[src/rtl/prompt_string_decoder_pkg.sv]
// Shared types and constants for the prompt string decoder: FSM states,
// symbol codes and the limits of the prefix code.
package prompt_string_decoder_pkg;

  typedef enum logic [2:0] {
    IDLE  = 3'd0,
    ALIGN = 3'd1,
    PARSE = 3'd2,
    SHOW  = 3'd3,
    GAP   = 3'd4,
    ERROR = 3'd5,
    DONE  = 3'd6
  } state_t;

  localparam logic [2:0] SYM_NONE   = 3'd0;
  localparam logic [2:0] SYM_TOGGLE = 3'd1;
  localparam logic [2:0] SYM_PUSH   = 3'd2;
  localparam logic [2:0] SYM_MIC    = 3'd3;
  localparam logic [2:0] SYM_MOUSE  = 3'd4;

  localparam int MAX_CODE_ONES = 4;
  localparam int TICK_CNT_W    = 4;

  // True for the states in which a playback run is in progress.
  function automatic logic state_is_busy(state_t s);
    return (s == ALIGN) || (s == PARSE) || (s == SHOW) || (s == GAP) || (s == ERROR);
  endfunction

endpackage

[src/rtl/prompt_string_decoder_symbol_timer.sv]
// Counts tick strobes from zero up to load_val and flags the strobe that
// reaches it; shared by the symbol display and the blank gap phases.
module symbol_timer
  import prompt_string_decoder_pkg::*;
(
  input  logic                  clock,
  input  logic                  reset,
  input  logic                  clear,
  input  logic                  enable,
  input  logic                  tick,
  input  logic [TICK_CNT_W-1:0] load_val,
  output logic                  expire
);

  logic [TICK_CNT_W-1:0] count_q;
  logic [TICK_CNT_W-1:0] count_d;
  logic [TICK_CNT_W-1:0] count_inc;

  assign count_inc = count_q + TICK_CNT_W'(1);

  always_comb begin
    count_d = count_q;
    if (clear) begin
      count_d = '0;
    end else if (enable && tick) begin
      count_d = count_inc;
    end
  end

  // A strobe in the first cycle after a clear already counts, because
  // count_q is zero in that cycle and the strobe lands on count_inc.
  assign expire = enable && tick && (count_inc == load_val);

  always_ff @(posedge clock or posedge reset) begin
    if (reset) begin
      count_q <= '0;
    end else begin
      count_q <= count_d;
    end
  end

endmodule

[src/rtl/prompt_string_decoder.sv]
// Latches a right-aligned, prefix-coded symbol string, strips leading zeros,
// then decodes codes MSB-first and plays each symbol on prompt for a fixed
// number of tick strobes, with a blank gap between symbols.
module prompt_string_decoder
  import prompt_string_decoder_pkg::*;
#(
  parameter int WIDTH         = 64,
  parameter int DISPLAY_TICKS = 2,
  parameter int GAP_TICKS     = 1
) (
  input  logic             clock,
  input  logic             reset,
  input  logic             start,
  input  logic [WIDTH-1:0] bstring,
  input  logic             tick,
  output logic [2:0]       prompt,
  output logic             busy,
  output logic             done,
  output logic             error,
  output logic [5:0]       sym_count,
  output state_t           dbg_state
);

  // Handshake: start is a single-cycle request honoured only in IDLE; busy
  // rises the cycle after an accepted start and falls in the DONE cycle,
  // where done pulses for exactly one cycle and error is valid with it.

  localparam int BL_W = $clog2(WIDTH + 1);

  state_t                state_q, state_d;
  logic [WIDTH-1:0]      shreg_q, shreg_d;
  logic [BL_W-1:0]       bits_left_q, bits_left_d;
  logic [2:0]            ones_q, ones_d;
  logic [2:0]            symbol_q, symbol_d;
  logic [5:0]            sym_count_q, sym_count_d;
  logic                  error_q, error_d;
  logic [2:0]            prompt_q, prompt_d;

  logic                  msb;
  logic                  timer_clear;
  logic                  timer_enable;
  logic                  timer_expire;
  logic [TICK_CNT_W-1:0] timer_load;

  assign msb = shreg_q[WIDTH-1];

  always_ff @(posedge clock or posedge reset) begin
    if (reset) begin
      state_q     <= IDLE;
      shreg_q     <= '0;
      bits_left_q <= '0;
      ones_q      <= '0;
      symbol_q    <= SYM_NONE;
      sym_count_q <= '0;
      error_q     <= 1'b0;
      prompt_q    <= SYM_NONE;
    end else begin
      state_q     <= state_d;
      shreg_q     <= shreg_d;
      bits_left_q <= bits_left_d;
      ones_q      <= ones_d;
      symbol_q    <= symbol_d;
      sym_count_q <= sym_count_d;
      error_q     <= error_d;
      prompt_q    <= prompt_d;
    end
  end

  always_comb begin
    state_d = state_q;
    unique case (state_q)
      IDLE: begin
        if (start) state_d = ALIGN;
      end
      ALIGN: begin
        if (bits_left_q == '0) state_d = DONE;
        else if (msb)          state_d = PARSE;
      end
      PARSE: begin
        // Running out of bits mid-code means the string was truncated.
        if (bits_left_q == '0) begin
          state_d = (ones_q != '0) ? ERROR : DONE;
        end else if (msb) begin
          if (ones_q == 3'(MAX_CODE_ONES)) state_d = ERROR;
        end else begin
          state_d = (ones_q == '0) ? ERROR : SHOW;
        end
      end
      SHOW: begin
        if (timer_expire) state_d = (GAP_TICKS == 0) ? PARSE : GAP;
      end
      GAP: begin
        if (timer_expire) state_d = PARSE;
      end
      ERROR:   state_d = DONE;
      DONE:    state_d = IDLE;
      default: state_d = IDLE;
    endcase
  end

  always_comb begin
    shreg_d     = shreg_q;
    bits_left_d = bits_left_q;
    ones_d      = ones_q;
    symbol_d    = symbol_q;
    sym_count_d = sym_count_q;
    error_d     = error_q;
    unique case (state_q)
      IDLE: begin
        if (start) begin
          shreg_d     = bstring;
          bits_left_d = BL_W'(WIDTH);
          ones_d      = '0;
          sym_count_d = '0;
          error_d     = 1'b0;
        end
      end
      ALIGN: begin
        if ((bits_left_q != '0) && !msb) begin
          shreg_d     = shreg_q << 1;
          bits_left_d = bits_left_q - BL_W'(1);
        end
      end
      PARSE: begin
        if (bits_left_q != '0) begin
          shreg_d     = shreg_q << 1;
          bits_left_d = bits_left_q - BL_W'(1);
          if (msb) begin
            ones_d = ones_q + 3'd1;
          end else if (ones_q != '0) begin
            symbol_d    = ones_q;
            ones_d      = '0;
            sym_count_d = sym_count_q + 6'd1;
          end
        end
      end
      default: ;
    endcase
    if (state_d == ERROR) error_d = 1'b1;
  end

  // prompt is registered from the next state so it lines up with SHOW.
  assign prompt_d = (state_d == SHOW) ? symbol_d : SYM_NONE;

  assign timer_clear  = (state_d != state_q);
  assign timer_enable = (state_q == SHOW) || (state_q == GAP);
  assign timer_load   = (state_q == SHOW) ? TICK_CNT_W'(DISPLAY_TICKS)
                                          : TICK_CNT_W'(GAP_TICKS);

  symbol_timer u_symbol_timer (
    .clock    (clock),
    .reset    (reset),
    .clear    (timer_clear),
    .enable   (timer_enable),
    .tick     (tick),
    .load_val (timer_load),
    .expire   (timer_expire)
  );

  always_comb begin
    busy      = state_is_busy(state_q);
    done      = (state_q == DONE);
    error     = error_q;
    prompt    = prompt_q;
    sym_count = sym_count_q;
    dbg_state = state_q;
  end

endmodule

[config.mk]
export PLATFORM = sky130hd
export DESIGN_NAME = prompt_string_decoder
export DESIGN_NICKNAME = d
export VERILOG_FILES = /design/src/rtl/prompt_string_decoder_pkg.sv /design/src/rtl/prompt_string_decoder_symbol_timer.sv /design/src/rtl/prompt_string_decoder.sv
export SDC_FILE = /design/constraint.sdc
export NUM_CORES = 1
export LEC_CHECK = 0
export BUFFER_PORTS_ARGS = -buffer_cell sky130_fd_sc_hd__buf_4
export CAP_MARGIN = 20
export CORE_ASPECT_RATIO = 1.75
export CORE_MARGIN = 5
export CORE_UTILIZATION = 49
export CTS_CLUSTER_DIAMETER = 200
export DETAILED_ROUTE_END_ITERATION = 7
export HOLD_SLACK_MARGIN = 0.02
export PLACE_DENSITY = 0.8
export SKIP_CTS_REPAIR_TIMING = 1
export SLEW_MARGIN = 25
export SYNTH_ARGS = -nofsm -noshare
export SYNTH_HDL_FRONTEND = slang
export SYNTH_SLANG_ARGS = --single-unit
[constraint.sdc]
create_clock -name clock -period 7.1 [get_ports clock]
set_input_delay 0.71 -clock clock [delete_from_list [all_inputs] [get_ports clock]]
set_output_delay 0.71 -clock clock [all_outputs]
set_load 0.1 [all_outputs]
# Word-level counts from Yosys, hierarchy flattened
# Index checks and enable logic that the tools add are counted.
[totals] out_inout_bits=15 wordCells=93 ramBits=0 register_bits=94 latch_bits=0 romBits=0 input_bits=68 memories=0
[classes] n_addsub=4 eq_ne=17 muxes=40 multipliers=0 div_mod_pow=0 n_reduce_logical=23 magnitude_cmp=0 n_bitwise=0 shifts=0
[ops] cell="two-way mux 64 bit" count=3
[ops] cell="case mux 64 bit (3 select lines)" count=1
[ops] cell="two-way mux 3 bit" count=18
[ops] cell="two-way mux 6 bit" count=4
[ops] cell="two-way mux 7 bit" count=3
[ops] cell="case mux 7 bit (3 select lines)" count=1
[ops] cell="case mux 3 bit (6 select lines)" count=1
[ops] cell="== test 3 bit (second input constant)" count=5
[ops] cell="case mux 6 bit (2 select lines)" count=1
[ops] cell="inequality test 2 bit (second input constant)" count=5
[ops] cell="== test 3 x 2 -> 1 bit (second input constant)" count=3
[ops] cell="two-way mux 4 bit" count=2
[ops] cell="AND reduction 4 bit" count=2
[ops] cell="nonzero test 2 bit" count=4
[ops] cell="logical NOT 7 bit" count=1
[ops] cell="nonzero test 7 bit" count=1
[ops] cell="subtractor 7 x 1 -> 7 bit (second input constant)" count=1
[ops] cell="adder 6 x 1 -> 6 bit (second input constant)" count=1
[ops] cell="logical NOT 3 bit" count=2
[ops] cell="case mux 3 bit (2 select lines)" count=1
[ops] cell="nonzero test 3 bit" count=2
[ops] cell="logical OR 1 bit" count=5
[ops] cell="AND reduction 5 bit" count=1
[ops] cell="adder 4 x 1 -> 4 bit (second input constant)" count=1
[ops] cell="other kinds (10)" count=15

# Depth between registers and ports, before layout
# Gate-level depths: netlist of run 1.
[logic_depth] ltp_word=9 mapped_depth=10 depth_no_buf=7

# Hierarchy
# Synthesis of run 1 repeated with hierarchy kept, for this count alone.
[unflattened] hier_cells=479 hier_area_um2=4757.1
[modules_own_cells] mod="prompt_string_decoder" area_per_inst_um2=4504.3 n_inst=1 cells_per_inst=452 seq_area_each_um2=2252.2
[modules_own_cells] mod="symbol_timer" area_per_inst_um2=252.7 n_inst=1 cells_per_inst=27 seq_area_each_um2=100.1

# Worst setup path before layout of run 1
# OpenSTA, ideal clock, no wires.
[synth_path] path_kind="reg-to-output" from="register state_q[1], in the netlist dbg_state[1]" to="output busy" arrival_ns=3.019 slack_ns=3.371 required_time_ns=6.390 n_path_buf=2 path_stages_with_launch=5 path_cell_list="dfrtp_1 > buf_2 > clkbuf_1 > nor3_1 > a21oi_1"
[synth_between] elab_chain_len=5 word_cells_on_any_way=9 classes_between="eq/ne: 5; reduce/logical: 4"
[synth_rtl] element="from (decl)" line="prompt_string_decoder.sv:30" rtl="state_t state_q, state_d;"
[synth_rtl] element="from (signal assigned)" line="prompt_string_decoder.sv:58" rtl="state_q <= state_d;"
[synth_rtl] element="== test 3 x 1 -> 1 bit or == test 3 x 2 -> 1 bit (tied branches)" line="prompt_string_decoder_pkg.sv:26" rtl="return (s == ALIGN) || (s == PARSE) || (s == SHOW) || (s == GAP) || (s == ERROR);"
[synth_rtl] element="logical OR 1 bit (3 in a row)" line="prompt_string_decoder_pkg.sv:26"
[synth_rtl] element="logical OR 1 bit (*)" line="prompt_string_decoder_pkg.sv:26"
[synth_rtl] element="to (decl)" line="prompt_string_decoder.sv:17" rtl="output logic busy,"
# Every way passes the cells marked *; elsewhere a longest branch is shown, timed or not.

# Final worst setup path of run 1
[layout_path] from="register bits_left_q[0]" to="register shreg_q[61]"
[layout_between] elab_chain_len=4 word_cells_on_any_way=5 classes_between="eq/ne: 2; reduce/logical: 3"
[layout_rtl] element="from (decl)" line="prompt_string_decoder.sv:32" rtl="logic [BL_W-1:0] bits_left_q, bits_left_d;"
[layout_rtl] element="from (signal assigned)" line="prompt_string_decoder.sv:60" rtl="bits_left_q <= bits_left_d;"
[layout_rtl] element="nonzero test 7 bit (*)" line="prompt_string_decoder.sv:119, prompt_string_decoder.sv:125"
[layout_rtl] element="logical AND 1 bit" line="prompt_string_decoder.sv:119" rtl="if ((bits_left_q != '0) && !msb) begin"
[layout_rtl] element="inequality test 2 bit (no source line)"
[layout_rtl] element="AND reduction 4 bit (no source line) (*)"
[layout_rtl] element="to (signal assigned)" line="prompt_string_decoder.sv:59" rtl="shreg_q <= shreg_d;"
[layout_rtl] element="to (decl)" line="prompt_string_decoder.sv:31" rtl="logic [WIDTH-1:0] shreg_q, shreg_d;"
# Marked as above.
# A chain may end at the register's enable or synchronous reset.

==> impl_results.md, run 1 <==
- Syn Nets: 545
- # setup viols final: 0
- Synthesized area per cell: 10.0 um2
- Crit share post-route: 39.5%
- Mapped Cells: 472
- Worst slew pin tran: 0.743 ns
- Hold Path Class: input pin to async pin
- Tot Pwr: 2.81 mW
- Outcome: completed
- Residual DRC count: 0
- Reg2Reg Launch Point: bits_left_q[0]$_DFFE_PP0P_
- Max-cap viol count: 0
- Global route total overflow: 0
- DR WL/cell: 15.1 um
- Met2 Wirelength: 5440 um
- Post-synthesis cell area: 4740 um2
- Pwr Density: 494 nW/um2
- Sequential fraction of the synthesis area: 49.7%
- Peak supply drop: 0.328 mV
- Wl on met1: 4030 um
- Final min period: 2.81 ns
- Net Sw Power: 1.22 mW
- Die Ht: 140 um
- Ys flop type: dfrtp_1
- Share of cells above drive strength 1: 21.1%
- Setup TNS: 0 ns
- Netlist cell types: 51
- Total Routing Usage GR: 17.9%
- Starting DRT DRC Count: 211
- Part of the power in registers: 33.1%
- Routed met3 length: 428 um
- Die area: 11800 um2
- CTS Buffer Depth: 2
- Largest net degree at the start of global routing: 130
- Nets: 614
- Crit Path Max Fanout: 129
- Vias in the first global route: 3745
- Cell-internal power: 1.60 mW
- Pre-CTS setup slack: 4.09 ns
- Final-report max-slew violation count: 0
- Critical path class: flop to flop
- Arr. time, crit path: 2.97 ns
- Setup ws final: 4.29 ns
- PortBufs: 82
- Synth Area in Compound Gates: 15.0%
- Area Growth Syn to Fin: 20.1%
- TritonCTS clock tree: yes
- Worst Setup SP: bits_left_q[0]$_DFFE_PP0P_
- CTS sink count: 94
- Rel. slew slack: 49.9%
- XOR/XNOR Fraction of Synth Area: 1.66%
- Via count: 3611
- Clock Skews: 0.00506 ns
- Chip width: 84.3 um
- Vias per cell: 5.41
- FP Rows: 47
- Fin Hold WS: 0.430 ns
- Logic gate share of total power: 49.8%
- Drt first pass iters: 4
- First-pass GRT wire length: 17400 um
- Clock-pin slew on the worst setup and hold paths: 0.06 ns
- RSZ-0062 raised after global routing: false
- Core area: 9470 um2
- CP required: 7.27 ns
- Ant diodes: 0
- Sw frac: 43.3%
- Clock network power share: 17.1%
- Final Hold Vio Count: 0
- Simple-gate portion of the synthesized area: 14.2%
- Multiplexer share of the synthesized area: 13.5%
- Root buffer cell: clkbuf_16
- Filler instances: 778
- Flop2flop setup slack: 4.29 ns
- LEAKAGE: 2.80 nW
- Highest routed layer: met4
- Post-Synth Adder-Cell Area: 1.32%
- CTS H-tree lvls: 3
- Skew-Pair Late Insertion Delay: 0.33 ns
- Dpl hpwl: 7270 um
- TritonCTS buffer count: 9
- CP Capture Type: flop
- FMAX: 356 MHz
- Post-synth EDFFs: 0
- Post-synthesis register bit count: 94
- Initial core utilization: 50.0%
- Initial antenna violation count: 0
- CP Launch Type: flop
- Largest family of logic cells by synthesized area: compound AO/OA/AOI/OAI gates
- Ys Warns: 0
- Routed WL: 10100 um
- IO Pins: 83
- Antenna Nets Post-Route: 0
- GP Congestion: 0.852
- Share of flip-flops with an asynchronous set or reset: 100%
-- cells in the mapped netlist (2+ instances only) --
cell	count	area, um2
a22o_1	3	26.3
xnor2_1	2	17.5
clkbuf_2	3	15.0
and3_1	5	31.3
or2_2	2	12.5
o21ai_0	80	400
and2_1	2	12.5
o22ai_1	4	25.0
buf_4	6	45.0
nand2b_1	3	18.8
a2bb2oi_1	2	17.5
o211ai_1	4	30.0
nor2b_1	6	37.5
nor3_1	7	35.0
nand3_1	6	30.0
buf_2	6	30.0
a31o_2	3	26.3
nand4_1	5	31.3
dfrtp_1	94	2350
xor2_1	7	61.3
a21oi_1	7	35.0
mux2i_1	64	641
a211oi_1	2	15.0
inv_1	9	33.8
a221oi_1	2	17.5
nor2_1	13	48.8
nand2_1	87	327
ha_1	5	62.6
buf_8	2	30.0
o21ai_2	2	17.5
clkbuf_1	9	33.8
-- power by group through the flow --
| stage | sequential (mW) | clock, mW | combinational [mW] |
|---|---|---|---|
| final | 0.932 | 0.482 | 1.40 |
| after global routing | 0.962 | 0.516 | 1.57 |
| after CTS | 0.930 | 0.496 | 1.41 |
| after detailed placement | 0.937 | 0 | 1.41 |
| after global placement | 0.926 | 0 | 1.34 |
| after floorplan | 0.969 | 0 | 1.17 |
-- path summary, 6_finish.rpt --
check / endpoint / cells past startpoint
worst max-delay path: shreg_q[61]$_DFFE_PP0P_ / 7
worst min-delay path: sym_count[2]$_DFFE_PP0P_ / 2
worst max register to register: shreg_q[61]$_DFFE_PP0P_ / 7
worst min register to register: symbol_q[0]$_DFF_PP0_ / 2
max in group asynchronous: shreg_q[4]$_DFFE_PP0P_ / 3
min in group clock: symbol_q[0]$_DFF_PP0_ / 2
-- cell type report --
cell class	instances	area, um2	area share (%)
flip-flops and latches	94	2350	41.3
repair buffers	86	662	11.6
clock inverters	5	58.8	1.03
well taps	122	153	2.68
multi-input cells	341	2190	38.4
clock buffers	11	243	4.27
inverters	9	36.3	0.638
-- cells in the final DEF (no fill, tap or decap), types with 2 or more instances in the layout --
cell type	count
and3_1	5
nor2_1	13
nand2b_1	3
a31o_2	3
a22o_1	3
nor3_1	7
o21ai_0	80
a2bb2oi_1	2
nand3_1	6
xor2_1	7
dfrtp_1	94
clkinvlp_4	2
a221oi_1	2
nor2b_1	6
and2_1	2
nand4_1	5
buf_4	84
o21ai_2	2
ha_1	5
xnor2_1	2
clkbuf_16	9
mux2i_1	64
a21oi_1	7
a211oi_1	2
nand2_1	87
o22ai_1	4
o211ai_1	4
inv_1	8
-- layer usage --
layer | vias to the layer above | track usage [%]
li1 | 1798 | -
met1 | 1731 | 21.5
met2 | 66 | 31.3
met3 | 16 | 3.58
met4 | 0 | 6.86
met5 | - | 0
-- registers in the layout, indices dropped and copies added, names as in the netlist --
name / cells
shreg_q: 64
bits_left_q: 7
sym_count: 6
u_symbol_timer.count_q: 4
dbg_state: 3
ones_q: 3
prompt: 3
symbol_q: 3
error: 1
-- cell families (layout without fill, tap and decap cells) --
family / Yosys count / after routing
simple gates: 145 / 145
compound gates: 118 / 118
flops: 94 / 94
mux: 64 / 64
buf+inv: 37 / 111
xor+xnor: 9 / 9
fa+ha+maj: 5 / 5
-- per-stage QoR --
step,cell area [um2],util [%],std cells
6_report,5690,60.1,668
3_5_place_dp,5390,56.9,652
4_1_cts,5690,60.1,668
2_1_floorplan,4740,-,472
3_3_place_gp,5370,56.7,651
5_1_grt,5690,60.1,668
-- critical path: stages (launching register included) --
cell,delay (ns)
dfrtp_1,0.38
inv_1,0.09
ha_1,0.20
nor4b_4,0.45
nand2_1,0.31
a221oi_4,0.34
buf_6,0.60
o21ai_0,0.23
Note: power is estimated with default switching activity, not from simulation.
==> run 2, diff against run 1 <==
--- a/config.mk
+++ b/config.mk
@@ -13,7 +13,7 @@
 export CTS_CLUSTER_DIAMETER = 200
 export DETAILED_ROUTE_END_ITERATION = 7
 export HOLD_SLACK_MARGIN = 0.02
-export PLACE_DENSITY = 0.8
+export PLACE_DENSITY = 0.83
 export SKIP_CTS_REPAIR_TIMING = 1
 export SLEW_MARGIN = 25
 export SYNTH_ARGS = -nofsm -noshare
==> constraint.sdc (replaced) <==
create_clock -name clock -period 2.3 [get_ports clock]
set_input_delay 0.23 -clock clock [delete_from_list [all_inputs] [get_ports clock]]
set_output_delay 0.23 -clock clock [all_outputs]
set_load 0.1 [all_outputs]
==> run 2 against run 1 <==
Against the previous run: critical path depth grew 2; worst hold slack lost 0.30 ns; largest cell class unchanged; flip-flop and latch count is the same; sequential power grew to 3.1 times the previous value; die area is the same; global-route usage grew 1.5 points; count of clock-buffer cells in the layout is the same; power grew to 3.4 times the previous value; highest routed layer unchanged; register-to-register slack lost 4.2 ns; non-clock buffer count grew 23; wire length grew 9.5%; critical path type unchanged; cell count grew 3.4%; critical endpoint is now shreg_q[29]$_DFFE_PP0P_.
==> impl_results.md, run 2 (synthesis results as in run 1) <==
- Outcome: completed
- CTS H-tree lvls: 3
- Commonest cells after routing, fill and taps aside: buf_4 (100), dfrtp_1 (91), nand2_1 (86), o21ai_0 (80), mux2i_1 (64)
- Skew-Pair Late Insertion Delay: 0.34 ns
- Commonest non-fill, non-tap cell in the layout: buf_4
- Initial core utilization: 50.0%
- Residual DRC count: 0
- Critical path class: flop to flop
- Final-report max-slew violation count: 0
- TritonCTS clock tree: yes
- Largest net degree at the start of global routing: 38
- Crit-path slowest cell: dfrtp_1
- CP required: 2.55 ns
- Final std cells w/o fill: 691
- Vias per cell: 5.52
- Area Growth Syn to Fin: 25.9%
- Worst path top cell family by delay: compound AO/OA/AOI/OAI gates
- Placed insts: 671
- Met2 Wirelength: 6050 um
- Crit share post-route: 94.5%
- Chip width: 84.3 um
- Core area: 9470 um2
- DR WL/cell: 16.0 um
- Cell Area, Placed: 5610 um2
- Ant diodes: 0
- Routed met3 length: 518 um
- Largest stage delay, worst path: 0.38 ns
- Crit path top cell by count: buf_12
- FP Rows: 47
- GP Congestion: 0.845
- PortBufs: 82
- Drt first pass iters: 4
- Die Ht: 140 um
- CTS sink count: 94
- Max-cap viol count: 0
- Die area: 11800 um2
- Vias in the first global route: 4016
- FMAX: 460 MHz
- CP Capture Type: flop
- Dpl hpwl: 7890 um
- Crit Path Max Fanout: 25
- Arr. time, crit path: 2.42 ns
- Root buffer cell: clkbuf_16
- CTS Buffer Depth: 2
- Rel. slew slack: 60.9%
- Pwr Density: 1580 nW/um2
- Starting DRT DRC Count: 158
- Clock Skews: 0.00984 ns
- Setup TNS: 0 ns
- Filler instances: 748
- Top reg by flops: shreg_q
- Global route total overflow: 0
- Wl on met1: 4300 um
- Buf+Inv Stages, Crit Path: 3
- Final Hold Vio Count: 0
- First-pass GRT wire length: 18700 um
- Initial antenna violation count: 0
- CP Launch Type: flop
- Max reg flops: 64
- Total Routing Usage GR: 19.5%
- Clock-pin slew on the worst setup and hold paths: 0.07 ns
- Worst slew pin tran: 0.584 ns
- Share of cells above drive strength 1: 25.5%
- Final min period: 2.17 ns
- LEAKAGE: 2.94 nW
- Peak supply drop: 0.965 mV
- Nets: 637
- TritonCTS buffer count: 9
- Final core occ: 63.0%
- Via count: 3813
- Highest routed layer: met4
- IO Pins: 83
- Hold Path Class: input pin to flop
- Final Instance Area: 5960 um2
- # setup viols final: 0
- Cells along the critical path: inv_1 > ha_2 > nor4b_4 > a21oi_2 > a221oi_4 > buf_12 > buf_12 > nand2_1 > o21ai_0
- Routed WL: 11100 um
- Antenna Nets Post-Route: 0
[run 2: metrics by stage]
stage	power (mW)	hold WS (ns)	setup slack (ns)
5_1_grt	10.2	0.157	-0.0263
2_1_floorplan	6.61	0.366	-0.0631
4_1_cts	9.33	-0.0378	0.105
6_report	9.44	0.135	0.126
3_5_place_dp	7.84	0.331	0.160
3_3_place_gp	7.59	0.322	0.269
[run 2: worst paths after layout]
kind                                                  from                      end  slack, ns  cells past startpoint
worst max-delay path            bits_left_q[0]$_DFFE_PP0P_  shreg_q[29]$_DFFE_PP0P_       0.13                      9
worst min-delay path                            bstring[0]   shreg_q[0]$_DFFE_PP0P_       0.13                      3
worst max register to register  bits_left_q[0]$_DFFE_PP0P_  shreg_q[29]$_DFFE_PP0P_       0.13                      9
worst min register to register     shreg_q[55]$_DFFE_PP0P_  shreg_q[55]$_DFFE_PP0P_       0.48                      2
max in group asynchronous                            reset  shreg_q[51]$_DFFE_PP0P_       0.95                      4
min in group asynchronous                            reset   dbg_state[0]$_DFF_PP0_       0.51                      3
[run 2: cell type report]
| type | instances | area (um2) | share of cell area [%] |
|---|---|---|---|
| flip-flops and latches | 94 | 2360 | 39.5 |
| multi-input cells | 341 | 2200 | 36.9 |
| repair buffers | 109 | 926 | 15.5 |
| clock buffers | 11 | 253 | 4.24 |
| well taps | 122 | 153 | 2.56 |
| clock inverters | 5 | 41.3 | 0.692 |
| inverters | 9 | 37.5 | 0.629 |
[run 2: tightest hold or removal path: stages]
cell	delay [ns]
buf_4	0.11
nand2_1	0.04
o21ai_0	0.06
[run 2: power breakdown]
group | switching [mW] | internal (mW) | leakage, nW
clock network | 0.650 | 0.804 | 0.144
logic | 2.82 | 2.25 | 1.60
registers | 0.545 | 2.37 | 1.20
total | 4.01 | 5.42 | 2.94
[run 2: routing by layer]
layer	up-vias	global-route usage, %
met3	17	4.88
met1	1843	21.7
li1	1855	-
met5	-	0
met4	0	6.44
met2	98	35.7
==> run 3, diff against run 2 <==
--- a/config.mk
+++ b/config.mk
@@ -13,7 +13,8 @@
 export CTS_CLUSTER_DIAMETER = 200
 export DETAILED_ROUTE_END_ITERATION = 7
 export HOLD_SLACK_MARGIN = 0.02
-export PLACE_DENSITY = 0.83
+export PLACE_DENSITY = 0.8
+export REMOVE_ABC_BUFFERS = 1
 export SKIP_CTS_REPAIR_TIMING = 1
 export SLEW_MARGIN = 25
 export SYNTH_ARGS = -nofsm -noshare
==> constraint.sdc (replaced) <==
create_clock -name clock -period 2.4 [get_ports clock]
set_input_delay 0.24 -clock clock [delete_from_list [all_inputs] [get_ports clock]]
set_output_delay 0.24 -clock clock [all_outputs]
set_load 0.1 [all_outputs]
==> run 3 against run 2 <==
Against the previous run: critical path type unchanged; core utilization is 0.91 points lower; flip-flop and latch count stayed put; first-iteration DRC count increased by 7.6%; fmax shrank 1.6%; highest routed layer unchanged.
==> impl_results.md, run 3 (synthesis results as in run 1) <==
- Outcome: completed
- Max-cap viol count: 0
- Total Routing Usage GR: 18.1%
- Die area: 11800 um2
- GP Congestion: 0.950
- CTS H-tree lvls: 3
- CP Launch Type: flop
- DR WL/cell: 15.6 um
- CP required: 2.63 ns
- IO Pins: 83
- Final min period: 2.21 ns
- PortBufs: 82
- Crit share post-route: 92.1%
- Ant diodes: 0
- Via count: 3708
- Chip width: 84.3 um
- Final Hold Vio Count: 0
- First-pass GRT wire length: 17300 um
- Vias in the first global route: 3657
- Setup TNS: 0 ns
- Core area: 9470 um2
- Root buffer cell: clkbuf_16
- Share of cells above drive strength 1: 23.1%
- Commonest non-fill, non-tap cell in the layout: dfrtp_1
- Drt first pass iters: 5
- CTS sink count: 94
- Arr. time, crit path: 2.44 ns
- TritonCTS buffer count: 9
- FP Rows: 47
- Rel. slew slack: 44.7%
- Vias per cell: 5.45
- LEAKAGE: 2.91 nW
- Residual DRC count: 0
- Crit Path Max Fanout: 6
- Clock-pin slew on the worst setup and hold paths: 0.06 ns
- Initial core utilization: 50.0%
- TritonCTS clock tree: yes
- Max reg flops: 64
- RSZ-0062 raised after global routing: false
- CTS Buffer Depth: 2
- Area Growth Syn to Fin: 24.1%
- Global route total overflow: 0
- Final-report max-slew violation count: 0
- Pwr Density: 1510 nW/um2
- Commonest cells after routing, fill and taps aside: dfrtp_1 (94), buf_4 (91), nand2_1 (87), o21ai_0 (80), mux2i_1 (64)
- Top reg by flops: shreg_q
- Flop2flop setup slack: 0.19 ns
- Critical path class: flop to flop
- Die Ht: 140 um
- Antenna Nets Post-Route: 0
- Starting DRT DRC Count: 170
- Routed WL: 10600 um
- Dpl hpwl: 7630 um
- Largest net degree at the start of global routing: 85
- FMAX: 453 MHz
- Initial antenna violation count: 0
- Clock Skews: 0.00442 ns
- Tot Pwr: 8.85 mW
- Peak supply drop: 0.945 mV
- Skew-Pair Late Insertion Delay: 0.34 ns
- Hold Path Class: input pin to async pin
- Worst slew pin tran: 0.830 ns
- # setup viols final: 0
- Nets: 627
- CP Capture Type: flop
## run 3: report_power, final
group / internal [mW] / switching [mW] / leakage [nW] / total (mW)
clock network: 0.859 / 0.589 / 0.149 / 1.45
registers: 2.27 / 0.413 / 1.20 / 2.68
logic: 1.98 / 2.74 / 1.56 / 4.72
## run 3: layer usage
metal / GRT usage (%) / wire length (um) / vias up
li1: - / - / 1819
met1: 21.6 / 4310 / 1774
met2: 31.3 / 5540 / 96
met3: 4.23 / 534 / 19
met4: 6.61 / 246 / 0
met5: 0 / 0 / -
## run 3: final cells by class
| class | instances | area (um2) |
|---|---|---|
| Clock buffer | 12 | 256 |
| Clock inverter | 3 | 43.8 |
| Fill cell | 765 | 3590 |
| Inverter | 9 | 35.0 |
| Multi-Input combinational cell | 341 | 2190 |
| Sequential cell | 94 | 2350 |
| Tap cell | 122 | 153 |
| Timing Repair Buffer | 99 | 843 |
## run 3: worst max-delay path: stages (launching register included)
cell     delay (ns)
dfrtp_1        0.37
inv_1          0.09
ha_1           0.19
nor4b_4        0.34
nand2_1        0.20
buf_4          0.20
a21oi_1        0.35
o22ai_1        0.14
a22o_1         0.20
## run 3: final timing paths
| kind | startpoint | end | cells after the start |
|---|---|---|---|
| worst max-delay path | bits_left_q[0]$_DFFE_PP0P_ | ones_q[0]$_DFFE_PP0P_ | 8 |
| worst min-delay path | reset | shreg_q[57]$_DFFE_PP0P_ | 2 |
| worst max register to register | bits_left_q[0]$_DFFE_PP0P_ | ones_q[0]$_DFFE_PP0P_ | 8 |
| worst min register to register | symbol_q[1]$_DFF_PP0_ | symbol_q[1]$_DFF_PP0_ | 2 |
| max in group asynchronous | reset | shreg_q[13]$_DFFE_PP0P_ | 3 |
| min in group clock | bstring[0] | shreg_q[0]$_DFFE_PP0P_ | 3 |
## run 3: per-stage QoR
stage	hold slack [ns]	cell area (um2)	std cells	util [%]	setup WS (ns)
floorplan	0.376	4550	444	-	-3.48
global placement	0.425	5530	663	58.4	0.207
detailed placement	0.429	5530	663	58.4	0.144
CTS	0.0634	5830	678	61.6	0.113
global route	0.102	5880	680	62.1	0.0101
finish	0.0236	5880	680	62.1	0.191
